[config.mk]
export PLATFORM = sky130hd
export DESIGN_NAME = neuron_sequencer
export DESIGN_NICKNAME = d
export VERILOG_FILES = /design/src/rtl/nn_pkg.sv /design/src/rtl/neuron_acc.sv /design/src/rtl/neuron_sequencer.sv
export SDC_FILE = /design/constraint.sdc
export NUM_CORES = 1
export LEC_CHECK = 0
export ABC_CLOCK_PERIOD_IN_PS = 8700
export CAP_MARGIN = 20
export CORE_MARGIN = 2
export CORE_UTILIZATION = 35
export CTS_CLUSTER_SIZE = 25
export DETAILED_ROUTE_END_ITERATION = 10
export SLEW_MARGIN = 20
export SYNTH_ARGS = -nofsm -noshare
export SYNTH_HDL_FRONTEND = slang
export SYNTH_SLANG_ARGS = --single-unit
[constraint.sdc]
create_clock -name Clk -period 8.7 [get_ports Clk]
set_input_delay 0.87 -clock Clk [delete_from_list [all_inputs] [get_ports Clk]]
set_output_delay 0.87 -clock Clk [all_outputs]
set_load 0.02 [all_outputs]
[src/rtl/nn_pkg.sv]
// Shared constants, state encoding and sign-extension helper for the perceptron block.
// Latency: n/a (declarations only).
// Backpressure: n/a.
package nn_pkg;

  localparam int N_COEF = 20;
  localparam int DATA_W = 32;
  localparam int IDX_W  = $clog2(N_COEF);
  localparam int ACC_W  = DATA_W + $clog2(N_COEF + 1);

  // Register bank map: coefficients, offset, input vector, start strobe
  localparam logic [11:0] ADDR_COEF0     = 12'h800;
  localparam logic [11:0] ADDR_COEF_LAST = 12'h84C;
  localparam logic [11:0] ADDR_OFFSET    = 12'h850;
  localparam logic [11:0] ADDR_INPUT     = 12'h854;
  localparam logic [11:0] ADDR_START     = 12'h858;

  localparam logic ST_IDLE  = 1'b0;
  localparam logic ST_ACCUM = 1'b1;

  typedef enum logic {
    IDLE  = ST_IDLE,
    ACCUM = ST_ACCUM
  } state_t;

  function automatic logic [ACC_W-1:0] sext(input logic [DATA_W-1:0] d);
    return {{(ACC_W-DATA_W){d[DATA_W-1]}}, d};
  endfunction

endpackage

[src/rtl/neuron_acc.sv]
// Signed accumulator: load with a sign-extended offset, or add a gated sign-extended term.
// Latency: 1 cycle per operation; sum is the combinational acc + gated term.
// Backpressure: none; the sequencer drives load/add every cycle it needs them.
module neuron_acc
  import nn_pkg::*;
(
  input  logic              clk,
  input  logic              rst_n,
  input  logic              load,
  input  logic              add,
  input  logic              gate,
  input  logic [DATA_W-1:0] load_val,
  input  logic [DATA_W-1:0] term_val,
  output logic [ACC_W-1:0]  acc,
  output logic [ACC_W-1:0]  sum
);

  logic [ACC_W-1:0] term;

  // A term contributes only when its input-vector bit is set
  assign term = gate ? sext(term_val) : '0;
  assign sum  = acc + term;

  // Load has priority so a new evaluation always starts from the offset
  always_ff @(posedge clk or negedge rst_n) begin
    if (!rst_n)    acc <= '0;
    else if (load) acc <= sext(load_val);
    else if (add)  acc <= sum;
  end

endmodule

[src/rtl/neuron_sequencer.sv]
// Sequences one perceptron evaluation y = b + sum(x_i ? w_i : 0) over the coefficient bank.
// Latency: Start at E0 -> Done pulse after E(N_COEF); Busy high for N_COEF cycles.
// Backpressure: none; Start while busy is dropped, Abort cancels a run without Done.
module neuron_sequencer
  import nn_pkg::*;
(
  input  logic              Clk,
  input  logic              Reset_n,
  input  logic              Start,
  input  logic              Abort,
  input  logic [N_COEF-1:0] InputVector,
  input  logic [DATA_W-1:0] OffsetData,
  output logic [IDX_W-1:0]  CoeffSel,
  input  logic [DATA_W-1:0] CoeffData,
  output logic              Busy,
  output logic              Done,
  output logic [ACC_W-1:0]  Result,
  output logic              Activation
);

  state_t            state, state_nxt;
  logic [IDX_W-1:0]  sel_nxt;
  logic              busy_nxt, done_nxt, act_nxt;
  logic [ACC_W-1:0]  result_nxt;
  logic [N_COEF-1:0] vec;
  logic              acc_load, acc_add;
  logic [ACC_W-1:0]  acc, acc_sum;

  neuron_acc u_acc (
    .clk      (Clk),
    .rst_n    (Reset_n),
    .load     (acc_load),
    .add      (acc_add),
    .gate     (vec[CoeffSel]),
    .load_val (OffsetData),
    .term_val (CoeffData),
    .acc      (acc),
    .sum      (acc_sum)
  );

  // State, index counter and published outputs
  always_ff @(posedge Clk or negedge Reset_n) begin
    if (!Reset_n) begin
      state      <= IDLE;
      CoeffSel   <= '0;
      Busy       <= 1'b0;
      Done       <= 1'b0;
      Result     <= '0;
      Activation <= 1'b1;
    end else begin
      state      <= state_nxt;
      CoeffSel   <= sel_nxt;
      Busy       <= busy_nxt;
      Done       <= done_nxt;
      Result     <= result_nxt;
      Activation <= act_nxt;
    end
  end

  // Input vector snapshot taken at Start so host writes mid-run are harmless
  always_ff @(posedge Clk or negedge Reset_n) begin
    if (!Reset_n)      vec <= '0;
    else if (acc_load) vec <= InputVector;
  end

  // Next-state and control decode; Done is a one-cycle pulse by default
  always_comb begin
    state_nxt  = state;
    sel_nxt    = CoeffSel;
    busy_nxt   = Busy;
    done_nxt   = 1'b0;
    result_nxt = Result;
    act_nxt    = Activation;
    acc_load   = 1'b0;
    acc_add    = 1'b0;
    case (state)
      IDLE: begin
        // Start beats a coincident Abort; Abort alone has nothing to cancel
        if (Start) begin
          acc_load  = 1'b1;
          sel_nxt   = '0;
          busy_nxt  = 1'b1;
          state_nxt = ACCUM;
        end
      end
      ACCUM: begin
        if (Abort) begin
          sel_nxt   = '0;
          busy_nxt  = 1'b0;
          state_nxt = IDLE;
        end else begin
          acc_add = 1'b1;
          if (CoeffSel == IDX_W'(N_COEF - 1)) begin
            result_nxt = acc_sum;
            act_nxt    = ~acc_sum[ACC_W-1];
            done_nxt   = 1'b1;
            busy_nxt   = 1'b0;
            sel_nxt    = '0;
            state_nxt  = IDLE;
          end else begin
            sel_nxt = CoeffSel + IDX_W'(1);
          end
        end
      end
      default: state_nxt = IDLE;
    endcase
  end

endmodule

Word-level counts from Yosys, hierarchy flattened
Index checks and enable logic that the tools add are counted.
{"block": "totals", "ff_bits": 103, "input_bits": 88, "out_inout_bits": 45, "word_cells": 43}
{"block": "op_classes", "n_addsub": 2, "magnitude_cmp": 1, "eq_ne": 3, "mux": 23, "bitwise_logic": 3, "reduce_logical": 3}
{"cell": "$mux W37", "n": 3}
{"cell": "$add A37 B37 Y37", "n": 1}
{"cell": "$mux W5", "n": 3}
{"cell": "$mux W1", "n": 13}
{"cell": "$pmux W5 S2", "n": 1}
{"cell": "$lt A5 B6 Y1 const B", "n": 1}
{"cell": "$add A5 B1 Y5 const B", "n": 1}
{"cell": "$bmux W1 S5", "n": 1}
{"cell": "$eq A5 B5 Y1 const B", "n": 1}
{"cell": "$pmux W1 S2", "n": 2}
{"cell": "$ne A3 B2 Y1 const B", "n": 1}
{"cell": "$not A1 Y1", "n": 3}
{"cell": "$reduce_and A3 Y1", "n": 1}
{"cell": "$ne A2 B2 Y1 const B", "n": 1}
{"cell": "$reduce_and A2 Y1", "n": 1}
{"cell": "$reduce_bool A2 Y1", "n": 1}

Logic depth before layout (Yosys ltp)
{"block": "depth", "ltp_word": 6, "depth_mapped": 17, "mapped_depth_nobuf": 15}

Cells and area by module
A second synthesis with hierarchy kept.
{"block": "hier_totals", "hier_cells": 656, "area_unflattened_um2": 6610.1}
{"mod": "neuron_acc", "n_inst": 1, "cells_each": 482, "area_each_um2": 3898.7, "seq_area_each_um2": 925.9}
{"mod": "neuron_sequencer", "n_inst": 1, "cells_each": 174, "area_each_um2": 2711.4, "seq_area_each_um2": 1652.8}

Least setup slack after synthesis
No wires, ideal clock.
{"block": "synth_timing", "path_kind": "reg-to-reg", "startpoint": "register CoeffSel[0]", "endpoint": "register u_acc.acc[34]", "setup_time_ns": 0.126, "arrival_ns": 4.012, "required_time_ns": 8.574, "path_slack_ns": 4.562, "path_stages_with_launch": 17, "path_buffers": 2, "synth_period_minus_slack_ns": 4.138, "cell_sequence": "dfrtp_1 buf_4 mux4_2 mux2i_1 nor3b_1 a211o_1 clkbuf_1 and2_1 fa_1 a211oi_1 o21ai_1 a31oi_1 o31ai_1 a21oi_1 o21ai_1 xor2_1 a221o_1"}
{"block": "synth_via", "elab_chain_len": 6}
{"element": "start, declared", "line": "neuron_sequencer.sv:13", "rtl": "output logic [IDX_W-1:0] CoeffSel,"}
{"element": "start signal, assigned", "line": "neuron_sequencer.sv:52", "rtl": "CoeffSel <= sel_nxt;"}
{"element": "$bmux W1 S5", "line": "neuron_sequencer.sv:34", "rtl": ".gate (vec[CoeffSel]),"}
{"element": "$mux W1 (implied by the code)", "line": "neuron_sequencer.sv:34"}
{"element": "$mux W37", "line": "neuron_acc.sv:21", "rtl": "assign term = gate ? sext(term_val) : '0;"}
{"element": "$add A37 B37 Y37", "line": "neuron_acc.sv:22", "rtl": "assign sum = acc + term;"}
{"element": "$mux W37", "line": "neuron_acc.sv:28", "rtl": "else if (add) acc <= sum;"}
{"element": "$mux W37", "line": "neuron_acc.sv:27", "rtl": "else if (load) acc <= sext(load_val);"}
{"element": "end signal, assigned", "line": "neuron_acc.sv:27"}
{"element": "end signal, assigned", "line": "neuron_acc.sv:28"}
{"element": "end, declared", "line": "neuron_acc.sv:14", "rtl": "output logic [ACC_W-1:0] acc,"}
Every way passes these cells. The select of a mux whose other input is x is not followed.
A chain may end at the register's enable or synchronous reset.

Final worst setup path
Same ends and word-level chain as after synthesis.

==> results.md <==
Detailed routing:
- The final routed DRC violation total is 0.
- The routed wire length per instance is 17.01 um.
- The count of nets left with antenna violations once routing finished came out at 0.
- The length of the first detailed-routing pass in iterations is 4.
- After detailed routing, the number of vias per cell comes to 5.265.
- The first routing iteration left 303 violations.
- The detailed-route via count is 5586.
- Summed over all layers, the routed wires come to 18050 um.

Critical path:
- STA classifies the critical path endpoint as a flip-flop.
- Data on the critical path arrives at its endpoint at 5580 ps.
- The data required time at the worst endpoint is 8940 ps.
- Walking the worst path, the cells encountered are mux4_2 -> mux2i_1 -> nor3b_1 -> a211o_1 -> and2_1 -> ha_1 -> fa_1 -> a211oi_1 -> o21ai_1 -> a31oi_1 -> o31ai_1 -> a21oi_1 -> o21ai_1 -> xor2_1 -> a221o_1.
- On the critical path the largest part of the delay comes from compound AO/OA/AOI/OAI gates.
- The startpoint-to-endpoint class of the critical path is reg2reg.
- In this run the worst path has a maximum fanout of 32.
- The startpoint kind of the worst setup timing path is a flip-flop.
- The slowest stage of the critical path is the dfrtp_1 cell.
- The number of buffer and inverter stages on the critical path is 0.
- The most used cell along the critical path is o21ai_1.
- The slack of the worst reg-to-reg path is 3350 ps.
- The delay contributed by the slowest stage of the critical path is 600 ps.

Placement:
- The estimated wirelength of the detail-placed design is 13150 um.
- The routability congestion estimate from global placement is ~0.9.
- The count of buffers inserted at the top-level ports is 132.
- Before CTS, the worst setup slack after placement is 3469 ps.

Synthesis:
- The average cell area after synthesis is between 8 and 9 um^2.
- The count of flip-flops with a built-in enable after synthesis is 0.
- In this run, distinct cell masters in the synthesized netlist total between 50 and 60.
- The mapped netlist covers 6415 um^2.
- The number of warning messages in the yosys log is 0.
- After synthesis, flip-flops and latches occupy 40.20% of the total area.
- After synthesis, the share of flip-flops with an asynchronous set or reset is 100.0%.
- The most common flop cell mapped by yosys is dfrtp_1.
- The cell count after synthesis came out at 716.
- The number of nets in the synthesized netlist is 842.
- The synthesized flop and latch total is 103.

Timing:
- The count of endpoints failing hold in the final timing report is 0.
- The count of pins over their slew limit is 0.
- The worst clock skew on the final layout is 9.696 ps.
- The smallest clock period supported by the final layout is computed as between 5000 and 6000 ps.
- The setup TNS is 0 ps.
- The worst max-slew margin expressed relative to the limit is 37.98%.
- Once routing completed, OpenROAD measured the worst setup slack at ~3400 ps.
- For the pin with the worst max-slew slack, the measured transition is 930.3 ps.
- Setup repair after global routing left no endpoint under its margin.
- The maximum clock frequency is 187.1 MHz.
- Setup violations remaining at the end of the flow were counted as 0.
- Of the available clock period, the critical path in the final layout requires 61.44%.

Clocking:
- Clock tree synthesis found a total of roughly 100 sinks.
- The clock tree from TritonCTS is yes.
- Counting along the longest clock path gives a buffer depth of 2.
- After clock tree synthesis, the clock-pin slew on the worst setup and hold paths is 80 ps.
- The cell sitting at the root of the clock tree is a clkbuf_16.
- The post-cts gate resize count is 0.
- The H-tree was split into 3 levels.
- The number of buffers created by CTS is 9.
- The worst-skew pair later-pin latency is 360 ps.
- For this design, the CTS-stage hold fixing added 0 buffers.
- The post-CTS setup buffer count is 0.

Global routing:
- Global routing consumed, on the met1 layer, 26.78% of the routing resources.
- The global routing stage identified its most utilized layer as met2.
- The global-route wire length before repair is 30110 um.
- The via count of the first global-routing pass is 5726.
- The initial antenna violation count was 0.
- Global routing used between 10% and 20% of the available tracks.
- The met3 capacity usage during global routing is 3.441%.
- Entering global routing, the biggest net connects 74 pins.
- In the global route stage, met2 resource usage came out at 31.04%.
- The global-route congestion overflow total is 0.

Floorplan:
- The initialized floorplan defines 49 standard-cell rows.
- The floorplan die height is 139.4 um.
- The region available for standard cell placement spans 17960 um^2.
- Pin placement for this block handled 133 I/O pins.
- The floorplan step set the die width to 139.4 um.
- Once the floorplan was initialized, standard cells occupied 35.71% of the core.
- The floorplan step defined a die boundary enclosing 19430 um^2.

Power and ir drop:
- The total power per unit cell area is between 200 and 300 nW/um^2.
- The worst-case IR drop observed on VDD is around 0.00013 V.
- In this run the static leakage power is 3.734 nW.

Cells and area:
- The filler cell count in the final layout is 1733.
- The layout overhead on the synthesized area is 28.09%.
- 0 antenna diodes ended up in the layout.
- Summing all multi-input logic gate instances after layout gives 3659 um^2.
- The fraction of final layout cells with drive strength greater than 1 is 6.971%.
- The net count reported at finish is around 950.
- The area taken by flip-flops and latches is 2579 um^2.

Flow run:
- Max-cap violations in this run came to 0.

Hold path:
- The worst hold-check path type is in2async.

Outcome:
- The run finished with clean final reports.
==> final timing paths <==
check / cells after the start / start / endpoint
worst min register to register: 2 / Activation / Activation
worst max register to register: 15 / CoeffSel[0] / u_acc.acc[34]
worst max-delay path: 15 / CoeffSel[0] / u_acc.acc[34]
max in group asynchronous: 2 / Reset_n / Done
worst min-delay path: 1 / Reset_n / Result[16]
min in group Clk: 2 / Activation / Activation
==> cells in the mapped netlist (3+ instances only) <==
| cell type | number | area, um^2 |
|---|---|---|
| xor2_1 | 16 | 140.1 |
| nor2_1 | 22 | 82.58 |
| inv_1 | 10 | 37.54 |
| o211ai_1 | 3 | 22.52 |
| a2111oi_0 | 3 | 26.28 |
| o31ai_1 | 4 | 30.03 |
| a22o_1 | 4 | 35.03 |
| a221o_1 | 6 | 60.06 |
| clkbuf_1 | 33 | 123.9 |
| xnor2_1 | 18 | 157.7 |
| o21ai_0 | 47 | 235.2 |
| a22oi_1 | 28 | 210.2 |
| o21ai_1 | 17 | 85.08 |
| nand4_1 | 9 | 56.30 |
| nand2b_1 | 4 | 25.02 |
| a31oi_1 | 7 | 43.79 |
| nand2_1 | 154 | 578.1 |
| and2_1 | 34 | 212.7 |
| a21oi_1 | 43 | 215.2 |
| mux4_2 | 4 | 90.09 |
| a41oi_1 | 3 | 26.28 |
| o21a_1 | 3 | 22.52 |
| a21o_1 | 23 | 172.7 |
| ha_1 | 37 | 462.9 |
| nand3_1 | 8 | 40.04 |
| nor2b_1 | 6 | 37.54 |
| mux2_2 | 20 | 225.2 |
| nor3_1 | 9 | 45.04 |
| dfrtp_1 | 102 | 2552 |
| o21bai_1 | 3 | 22.52 |
==> flip-flops by register name, indices dropped and copies added, names as in the netlist <==
signal and flops:
CoeffSel 5, Busy 1, Done 1, state 1
u_acc.acc 37, vec 20, Activation 1, Result 37
==> placed cells by master, fill, tap and decap left out, types with 9 or more instances in the layout <==
| master | instances |
|---|---|
| o21ai_1 | 17 |
| nor2_1 | 21 |
| o21ai_0 | 47 |
| and2_1 | 34 |
| clkbuf_16 | 9 |
| inv_1 | 9 |
| nand4_1 | 9 |
| nor3_1 | 9 |
| xnor2_1 | 18 |
| a22oi_1 | 28 |
| xor2_1 | 16 |
| nand2_1 | 154 |
| mux2_2 | 20 |
| a21oi_1 | 43 |
| a21o_1 | 23 |
| clkdlybuf4s50_1 | 131 |
| ha_1 | 37 |
| dfrtp_1 | 102 |
==> layout make-up <==
class,count,area share [%]
clock buffers,11,2.954
clock inverters,5,0.5025
inverters,10,0.4568
multi-input cells,565,44.53
flip-flops and latches,103,31.38
well taps,229,3.487
repair buffers,138,16.69
==> per-layer routing <==
layer | share of wire (%) | wire length, um | up-vias
met1 | 47 | 8497 | 2675
met4 | 1.7 | 314 | 0
met2 | 47 | 8426 | 118
li1 | - | - | 2770
met5 | 0 | 0 | -
met3 | 4.5 | 812 | 23
==> cell families (layout without fill, tap and decap cells) <==
kind of cell / count (synthesis) / after routing / synth area share, %
simple gates: 259 / 259 / 18.24
compound gates: 206 / 206 / 20.69
flops: 103 / 103 / 40.20
buf+inv: 48 / 164 / 2.965
fa+ha+maj: 38 / 38 / 7.529
xor+xnor: 36 / 36 / 5.149
mux: 26 / 26 / 5.227
==> power breakdown <==
group | total [mW] | switching, mW | internal [mW]
sequential | 0.662 | 0.0759 | 0.586
combinational | 1.21 | 0.729 | 0.484
clock | 0.403 | 0.198 | 0.205
==> stage by stage <==
step	power, mW	util [%]	cell area, um^2	hold WS (ps)	cells
after floorplan	1.549	-	6415	437.9	716
after global placement	1.871	44.08	7918	454.1	1044
after detailed placement	1.872	44.08	7918	457.4	1044
after CTS	2.284	45.66	8202	440.5	1060
after global routing	2.470	45.74	8217	457.8	1061
final	2.278	45.74	8217	431.8	1061
No activity file was read; power rests on OpenSTA's default activity.
